### src/rtl/msf_pkg.sv
`default_nettype none
// ============================================================================
//  Module   : msf_pkg
//  Purpose  : Shared types and constants for the MSF time-code decoder.
//             Holds the decoder state enum, the second indices of the fields
//             inside a 60-second MSF frame, and the end-of-minute marker.
//  Ports    : none (package)
//  Revision : 1.0 - initial release
// ============================================================================
package msf_pkg;

    // Decoder states
    typedef enum logic [2:0] {
        ST_HUNT    = 3'd0,
        ST_RECEIVE = 3'd1,
        ST_CHECK   = 3'd2,
        ST_ARMED   = 3'd3,
        ST_DONE    = 3'd4
    } msf_state_e;

    // Second indices inside the frame (width matches the sec counter)
    localparam logic [5:0] HOUR_FIRST = 6'd39;
    localparam logic [5:0] MIN_FIRST  = 6'd45;
    localparam logic [5:0] TIME_LAST  = 6'd51;
    localparam logic [5:0] MARK_FIRST = 6'd52;
    localparam logic [5:0] PAR_TIME   = 6'd57;
    localparam logic [5:0] FRAME_LAST = 6'd59;

    // A-bits 52..59 of a well-formed frame
    localparam logic [7:0] MARKER     = 8'b0111_1110;

    // Width of the combined hour/minute field (A39..A51)
    localparam int unsigned TIME_W    = 13;

endpackage : msf_pkg
`default_nettype wire

### src/rtl/msf_bcd_range.sv
`default_nettype none
// ============================================================================
//  Module   : msf_bcd_range
//  Purpose  : Combinational range check of the 13-bit hour/minute BCD field
//             as received from the MSF A-bits 39..51 (MSB first).
//             Field layout: [12:11] hour tens, [10:7] hour units,
//                           [6:4]   min tens,  [3:0]  min units.
//  Ports    : field_i     - 13-bit BCD hour/minute field
//             in_range_o  - 1 when hours are 00..23 and minutes 00..59
//  Revision : 1.0 - initial release
// ============================================================================
module msf_bcd_range
    import msf_pkg::*;
(
    input  logic [TIME_W-1:0] field_i,
    output logic              in_range_o
);

    logic [1:0] w_hour_tens;
    logic [3:0] w_hour_units;
    logic [2:0] w_min_tens;
    logic [3:0] w_min_units;
    logic       w_hour_ok;
    logic       w_min_ok;

    assign w_hour_tens  = field_i[12:11];
    assign w_hour_units = field_i[10:7];
    assign w_min_tens   = field_i[6:4];
    assign w_min_units  = field_i[3:0];

    // Hours 00..19 allow any decimal unit, hours 2x stop at 23
    assign w_hour_ok = ((w_hour_tens < 2'd2) && (w_hour_units <= 4'd9)) ||
                       ((w_hour_tens == 2'd2) && (w_hour_units <= 4'd3));

    assign w_min_ok  = (w_min_tens <= 3'd5) && (w_min_units <= 4'd9);

    assign in_range_o = w_hour_ok && w_min_ok;

endmodule : msf_bcd_range
`default_nettype wire

### src/rtl/msf_time_decoder.sv
`default_nettype none
// ============================================================================
//  Module   : msf_time_decoder
//  Purpose  : Assembles one 60-second MSF frame from the per-second A/B bits,
//             validates it (parity, end-of-minute marker, BCD range) and, at
//             the next minute marker, issues a one-cycle load strobe with the
//             decoded BCD hour/minute digits for the clock digit chain.
//  Ports    : clk_i, rst_ni          - clock, synchronous active-low reset
//             minute_i               - pulse at the start of second 0
//             bit_valid_i            - pulse per second 1..59, qualifies bits
//             a_bit_i, b_bit_i       - A/B bit of the current second
//             load_o                 - one-cycle digit load strobe
//             hour_tens_o/units_o    - BCD hours
//             min_tens_o/units_o     - BCD minutes
//             sync_o                 - high while not hunting
//             frame_ok_o             - result of the last frame check
//  Revision : 1.0 - initial release
// ============================================================================
module msf_time_decoder
    import msf_pkg::*;
#(
    parameter bit CHECK_MARKER = 1'b1
)
(
    input  logic       clk_i,
    input  logic       rst_ni,
    input  logic       minute_i,
    input  logic       bit_valid_i,
    input  logic       a_bit_i,
    input  logic       b_bit_i,
    output logic       load_o,
    output logic [1:0] hour_tens_o,
    output logic [3:0] hour_units_o,
    output logic [2:0] min_tens_o,
    output logic [3:0] min_units_o,
    output logic       sync_o,
    output logic       frame_ok_o
);

    msf_state_e        state_q;
    logic [5:0]        sec_q;
    logic [TIME_W-1:0] time_q;
    logic [7:0]        mark_q;
    logic              par_q;      // running XOR of A39..A51
    logic              b57_q;
    logic              load_q;
    logic              sync_q;
    logic              frame_ok_q;
    logic [1:0]        hour_tens_q;
    logic [3:0]        hour_units_q;
    logic [2:0]        min_tens_q;
    logic [3:0]        min_units_q;

    logic [5:0]        w_sec_next;
    logic              w_in_time;
    logic              w_in_mark;
    logic              w_range_ok;
    logic              w_marker_ok;
    logic              w_parity_ok;
    logic              w_frame_valid;

    // The counter holds the index of the last accepted bit, so the incoming
    // bit belongs to sec_q + 1.
    assign w_sec_next = sec_q + 6'd1;
    assign w_in_time  = (w_sec_next >= HOUR_FIRST) && (w_sec_next <= TIME_LAST);
    assign w_in_mark  = (w_sec_next >= MARK_FIRST) && (w_sec_next <= FRAME_LAST);

    msf_bcd_range u_range (
        .field_i    (time_q),
        .in_range_o (w_range_ok)
    );

    if (CHECK_MARKER) begin : g_marker_on
        assign w_marker_ok = (mark_q == MARKER);
    end else begin : g_marker_off
        assign w_marker_ok = 1'b1;
    end

    // Odd parity over the time field plus B57
    assign w_parity_ok   = par_q ^ b57_q;
    assign w_frame_valid = w_parity_ok && w_marker_ok && w_range_ok;

    always_ff @(posedge clk_i) begin
        if (!rst_ni) begin
            state_q      <= ST_HUNT;
            sec_q        <= 6'd0;
            time_q       <= '0;
            mark_q       <= 8'd0;
            par_q        <= 1'b0;
            b57_q        <= 1'b0;
            load_q       <= 1'b0;
            sync_q       <= 1'b0;
            frame_ok_q   <= 1'b0;
            hour_tens_q  <= 2'd0;
            hour_units_q <= 4'd0;
            min_tens_q   <= 3'd0;
            min_units_q  <= 4'd0;
        end else begin
            load_q <= 1'b0;

            case (state_q)
                ST_HUNT: begin
                    if (minute_i) begin
                        state_q <= ST_RECEIVE;
                        sync_q  <= 1'b1;
                        sec_q   <= 6'd0;
                        time_q  <= '0;
                        mark_q  <= 8'd0;
                        par_q   <= 1'b0;
                        b57_q   <= 1'b0;
                    end
                end

                ST_RECEIVE: begin
                    if (minute_i) begin
                        // Short frame: drop it and start over from second 0
                        frame_ok_q <= 1'b0;
                        sec_q      <= 6'd0;
                        time_q     <= '0;
                        mark_q     <= 8'd0;
                        par_q      <= 1'b0;
                        b57_q      <= 1'b0;
                    end else if (bit_valid_i) begin
                        sec_q <= w_sec_next;
                        if (w_in_time) begin
                            time_q <= {time_q[TIME_W-2:0], a_bit_i};
                            par_q  <= par_q ^ a_bit_i;
                        end
                        if (w_in_mark) begin
                            mark_q <= {mark_q[6:0], a_bit_i};
                        end
                        if (w_sec_next == PAR_TIME) begin
                            b57_q <= b_bit_i;
                        end
                        if (w_sec_next == FRAME_LAST) begin
                            state_q <= ST_CHECK;
                        end
                    end
                end

                ST_CHECK: begin
                    frame_ok_q <= w_frame_valid;
                    if (w_frame_valid) begin
                        state_q      <= ST_ARMED;
                        hour_tens_q  <= time_q[12:11];
                        hour_units_q <= time_q[10:7];
                        min_tens_q   <= time_q[6:4];
                        min_units_q  <= time_q[3:0];
                    end else begin
                        state_q <= ST_DONE;
                    end
                end

                ST_ARMED, ST_DONE: begin
                    if (minute_i) begin
                        load_q  <= (state_q == ST_ARMED);
                        state_q <= ST_RECEIVE;
                        sec_q   <= 6'd0;
                        time_q  <= '0;
                        mark_q  <= 8'd0;
                        par_q   <= 1'b0;
                        b57_q   <= 1'b0;
                    end else if (bit_valid_i) begin
                        // A 60th bit (leap second or lost marker): resync
                        state_q    <= ST_HUNT;
                        sync_q     <= 1'b0;
                        frame_ok_q <= 1'b0;
                    end
                end

                default: begin
                    state_q <= ST_HUNT;
                    sync_q  <= 1'b0;
                end
            endcase
        end
    end

    assign load_o       = load_q;
    assign sync_o       = sync_q;
    assign frame_ok_o   = frame_ok_q;
    assign hour_tens_o  = hour_tens_q;
    assign hour_units_o = hour_units_q;
    assign min_tens_o   = min_tens_q;
    assign min_units_o  = min_units_q;

endmodule : msf_time_decoder
`default_nettype wire

### config.mk
export PLATFORM = sky130hd
export DESIGN_NAME = msf_time_decoder
export DESIGN_NICKNAME = d
export VERILOG_FILES = /design/src/rtl/msf_pkg.sv /design/src/rtl/msf_bcd_range.sv /design/src/rtl/msf_time_decoder.sv
export SDC_FILE = /design/constraint.sdc
export NUM_CORES = 1
export LEC_CHECK = 0
export CAP_MARGIN = 20
export CORE_MARGIN = 3
export CORE_UTILIZATION = 61
export DETAILED_ROUTE_END_ITERATION = 7
export PLACE_DENSITY = 0.9
export SYNTH_ARGS = -nofsm -noshare
export SYNTH_HDL_FRONTEND = slang
export SYNTH_SLANG_ARGS = --single-unit
### constraint.sdc
create_clock -name clk_i -period 5.2 [get_ports clk_i]
set_input_delay 1.04 -clock clk_i [delete_from_list [all_inputs] [get_ports clk_i]]
set_output_delay 1.04 -clock clk_i [all_outputs]
set_load 0.02 [all_outputs]
Word-level counts from Yosys, hierarchy flattened
Cells that the tools add are included.
{ "word_totals": {"ff_bits": 48, "inputBits": 6, "out_inout_bits": 16, "wordCells": 107} }
{ "op_classes": {"n_addsub": 1, "order_cmp": 9, "eq_ne": 21, "n_mux": 36, "bitwise": 3, "n_reduce_logical": 24} }
{ "ops": {"columns": ["cell", "count"], "rows": [
  ["$mux W13", 4],
  ["$mux W8", 4],
  ["$pmux W13 S2", 1],
  ["$mux W3", 7],
  ["$reduce_and A4 Y1", 5],
  ["$mux W6", 3],
  ["$pmux W8 S2", 1],
  ["$ne A3 B3 Y1 const B", 5],
  ["$ne A2 B2 Y1 const B", 7],
  ["$eq A6 B6 Y1 const B", 2],
  ["$ge A6 B6 Y1 const B", 2],
  ["$le A6 B6 Y1 const B", 2],
  ["$pmux W3 S4", 1],
  ["$pmux W6 S2", 1],
  ["$mux W1", 10],
  ["$eq A8 B7 Y1 const B", 1],
  ["$le A4 B4 Y1 const B", 2],
  ["$logic_and A1 B1 Y1", 8],
  ["$add A6 B1 Y6 const B", 1],
  ["$eq A3 B2 Y1 const B", 2],
  ["$pmux W1 S3", 2],
  ["$reduce_and A3 Y1", 2],
  ["$reduce_and A5 Y1", 1],
  ["$le A4 B2 Y1 const B", 1],
  ["16 further kinds", 19]
]} }

Logic depth before layout (Yosys ltp)
{ "depth": {"word_depth": 7, "mapped_depth": 9, "ltp_nobuf": 8} }

Hierarchy
From an unflattened synthesis, not the netlist that was laid out.
{ "hier_totals": {"hier_cells": 276, "area_unflattened_um2": 2428.6} }
{ "by_module_without_submodules": {"columns": ["module", "n_inst", "cells_per_inst", "area_per_inst_um2", "seq_area_each_um2"], "rows": [
  ["msf_time_decoder", 1, 271, 2397.3, 960.9],
  ["msf_bcd_range", 1, 5, 31.3, 0.0]
]} }

Worst setup path after synthesis
No wires, ideal clock.
{ "synth_timing": {"kind": "input to register", "from": "in rst_ni", "to": "reg mark_q[7]", "setup_ns": 0.073, "arrival_time_ns": 2.333, "required_time_ns": 5.127, "slack_ns": 2.793, "path_stages": 6, "n_path_buf": 2, "cell_sequence": "clkbuf_1 > clkinv_1 > nor2_1 > clkbuf_1 > nand2_1 > mux2i_1"} }
{ "synth_lines": {"columns": ["element", "line", "text"], "rows": [
  ["start, declared", "msf_time_decoder.sv:26", "input logic rst_ni,"],
  ["end signal, assigned", "msf_time_decoder.sv:130", "mark_q <= {mark_q[6:0], a_bit_i};"],
  ["end, declared", "msf_time_decoder.sv:43", "logic [7:0] mark_q;"]
]} }

Final worst setup path
{ "layout_timing": {"from": "in bit_valid_i", "to": "reg par_q"} }
{ "layout_via": {"elab_chain_cells": 2} }
{ "layout_rtl": {"columns": ["element", "line", "text"], "rows": [
  ["start, declared", "msf_time_decoder.sv:28", "input logic bit_valid_i,"],
  ["$ne A3 B3 Y1 (no source line)", null, null],
  ["$reduce_and A4 Y1 (no source line)", null, null],
  ["end signal, assigned", "msf_time_decoder.sv:127", "par_q <= par_q ^ a_bit_i;"],
  ["end, declared", "msf_time_decoder.sv:44", "logic par_q;"]
]} }
Every way passes these cells.
A chain may end at the register's enable or synchronous reset.

==> reports/metrics.cfg <==
[floorplanning]
rows=22
dieHeight_um=68.5
core_sq_um=3720
dieArea_sq_um=4690
io_pins=22
dieWidth_um=68.5
start_util=0.641

[power_and_ir_drop]
clockPowerShare=0.323
p_sw_frac=0.258
switchingPower_mw=0.170
leakagePower_nw=0.959
power.internal_mw=0.489
pwr-share-comb=0.108
seq_power_share=0.568
irDropWorstVdd_uv=196
powerDensity_nw_per_um2=247
finalPower_mw=0.658

[logic_synthesis]
ys_types=40
synthTopCellsByArea=dfxtp_1, mux2i_1, nand2_1
synth_area_leader_cell=dfxtp_1
syn_nets=296
ys_ff_latch=48
synth_area_sq_um=2380
synth-edff-count=0
yosys_warnings=0
synth_ff_type=dfxtp_1
synth.yosys.seq_area_share=0.403
synth.top_cell.area_share=0.403
netlist_instances=287
synthArstFlopShare=0
syn_avg_cell_area_sq_um=8.31

[clocking]
postCtsSetupRepairBufs=0
cts_buffers=5
clk_path_buf_depth=2
clk_pin_slew_ns=0.09
ctsResizeCount=0
root_buffer=clkbuf_8
htree_levels=2
clk_latency_ns=0.30
numClockSinks=48
cts_tree=yes
hold_buffers=0

[route]
via_per_inst=5.77
drt-total-wl_mm=4.87
drc_errors=0
first_iter_violations=214
vias=2013
ant_nets=0
wl_per_cell_um=14.0
drt_pre_antenna_iters=4

[sta]
setup_violations=0
slew_violations=0
fin_crit_ns=2.86
finalClockSkew_ns=0.00420
rsz0062_at_grt=false
maxSlewHeadroom=0.517
fin_crit_sh=0.550
hold_viol_final=0
worstMarginPinSlew_ns=0.723
fin_setup_tns_ns=0
fmax_mhz=350

[final_layout]
multi_input_area_sq_um=1290
layout-drive-gt1-share=0.0598
layout.nets=310
diodes=0
area_growth_pct=11.7
mostFrequentLayoutCells=nand2_1, dfxtp_1, mux2i_1, nor2_1, clkdlybuf4s50_1
seqCellArea_sq_um=961
final_common_cell=nand2_1
nFillCells=293

[setup_path]
crit_path_start=bit_valid_i
critPathCaptureType=flop
start_kind=input port
cp_num_buf_inv=1
slowest_delay_ns=0.63
crit_arrival_ns=3.01
r2r-start=sec_q[1]$_SDFFE_PN0P_
critPathSlowestCell=nand2_1
worstPathCellList=clkdlybuf4s50_1 -> nor2b_1 -> o21ai_0 -> nand2_1 -> nand2_1 -> o21ai_0
crit_family=simple AND/OR/NAND/NOR gates
crit_fanout=14
cp.required_ns=5.36
crit_type=input port to flop

[hold_path]
hold_start=mark_q[0]$_SDFFE_PN0P_
hp-class=flop to flop

[global_route]
antenna_found_initial=0
track_usage=0.231
grt_max_degree=27
first_global_vias=1865
grt_pass1_wl_mm=8.29
grt_overflow_total=0

[place]
io_buffers=21
hpwl_mm=3.25
place.gp.congestion=0.910

[status]
status=complete, no violations

[job]
maxCapViolCount=0

kinds of logic (layout without fill, tap and decap cells):
family,Yosys count,after routing,share of synthesized area
buffers and inverters,24,38,0.0546
AO/OA/AOI/OAI,46,46,0.112
multiplexers,37,37,0.156
AND/OR/NAND/NOR,127,127,0.250
flip-flops,48,48,0.403
adder cells (fa/ha/maj),3,3,0.0157
XOR/XNOR,2,2,0.00735
metal layers:
metal	share of wire	track usage	routed length (um)	vias up
met3	0.047	0.0438	229	10
met5	0	0	0	-
li1	-	-	-	1005
met4	0.023	0.0968	110	0
met1	0.45	0.293	2200	940
met2	0.48	0.381	2330	58
worst reg2reg max path, cell delays in order (launching register included):
cell and delay (ns):
dfxtp_1 0.37, ha_1 0.34, nor2b_1 0.28, o221ai_1 0.15, a221oi_1 0.28, o21ai_0 0.16
nand2_1 0.58, o21ai_0 0.21
worst paths after layout:
check | to | slack (ns) | cells after the start
worst max-delay path | par_q$_SDFFE_PN0P_ | 2.34 | 6
worst min-delay path | mark_q[1]$_SDFFE_PN0P_ | 0.48 | 2
worst max register to register | par_q$_SDFFE_PN0P_ | 2.69 | 7
worst min register to register | mark_q[1]$_SDFFE_PN0P_ | 0.48 | 2
registers in the layout, indices dropped and copies added, names as in the netlist:
name / flops
time_q: 13
mark_q: 8
sec_q: 6
hour_units_o: 4
min_units_o: 4
min_tens_o: 3
state_q: 3
hour_tens_o: 2
b57_q: 1
frame_ok_o: 1
load_o: 1
par_q: 1
sync_o: 1
stage by stage:
stage / hold WS [ns] / cell area (sq um) / instances / utilization / setup WS [ns]
6_report: 0.475 / 2660 / 349 / 0.716 / 2.34
3_5_place_dp: 0.463 / 2570 / 341 / 0.691 / 1.99
2_1_floorplan: 0.438 / 2380 / 287 / - / 2.79
4_1_cts: 0.479 / 2650 / 348 / 0.713 / 2.27
3_3_place_gp: 0.445 / 2570 / 341 / 0.691 / 2.08
5_1_grt: 0.503 / 2660 / 349 / 0.716 / 2.17
synth_stat cells (all sizes together), types with 2 or more instances:
cell type,number
ha,3
nor2b,7
a221oi,2
nor3b,2
nor3,8
or2,2
nand3,8
buf,9
dfxtp,48
nor2,22
a21oi,18
clkbuf,9
and2,3
mux2i,35
or3,2
o21ai,18
o21a,2
nand2b,2
nand4,2
inv,5
nand2,60
xor2,2
nand4b,4
mux2,2
power by group through the flow:
stage                     Sequential [mW]  Clock (mW)  Combinational, mW
after floorplan                     0.381           0             0.0564
after global placement              0.383           0             0.0688
after detailed placement            0.383           0             0.0690
after CTS                           0.374       0.216             0.0693
after global routing                0.375       0.233             0.0781
final                               0.374       0.213             0.0714
final cells by class:
cell class | count | share of cell area
tap | 48 | 0.0226
timing repair buffer | 25 | 0.0917
sequential | 48 | 0.361
inverter | 6 | 0.00846
clock inverter | 2 | 0.00470
multi-input combinational | 215 | 0.486
clock buffer | 5 | 0.0259
No activity file was read; power rests on OpenSTA's default activity.
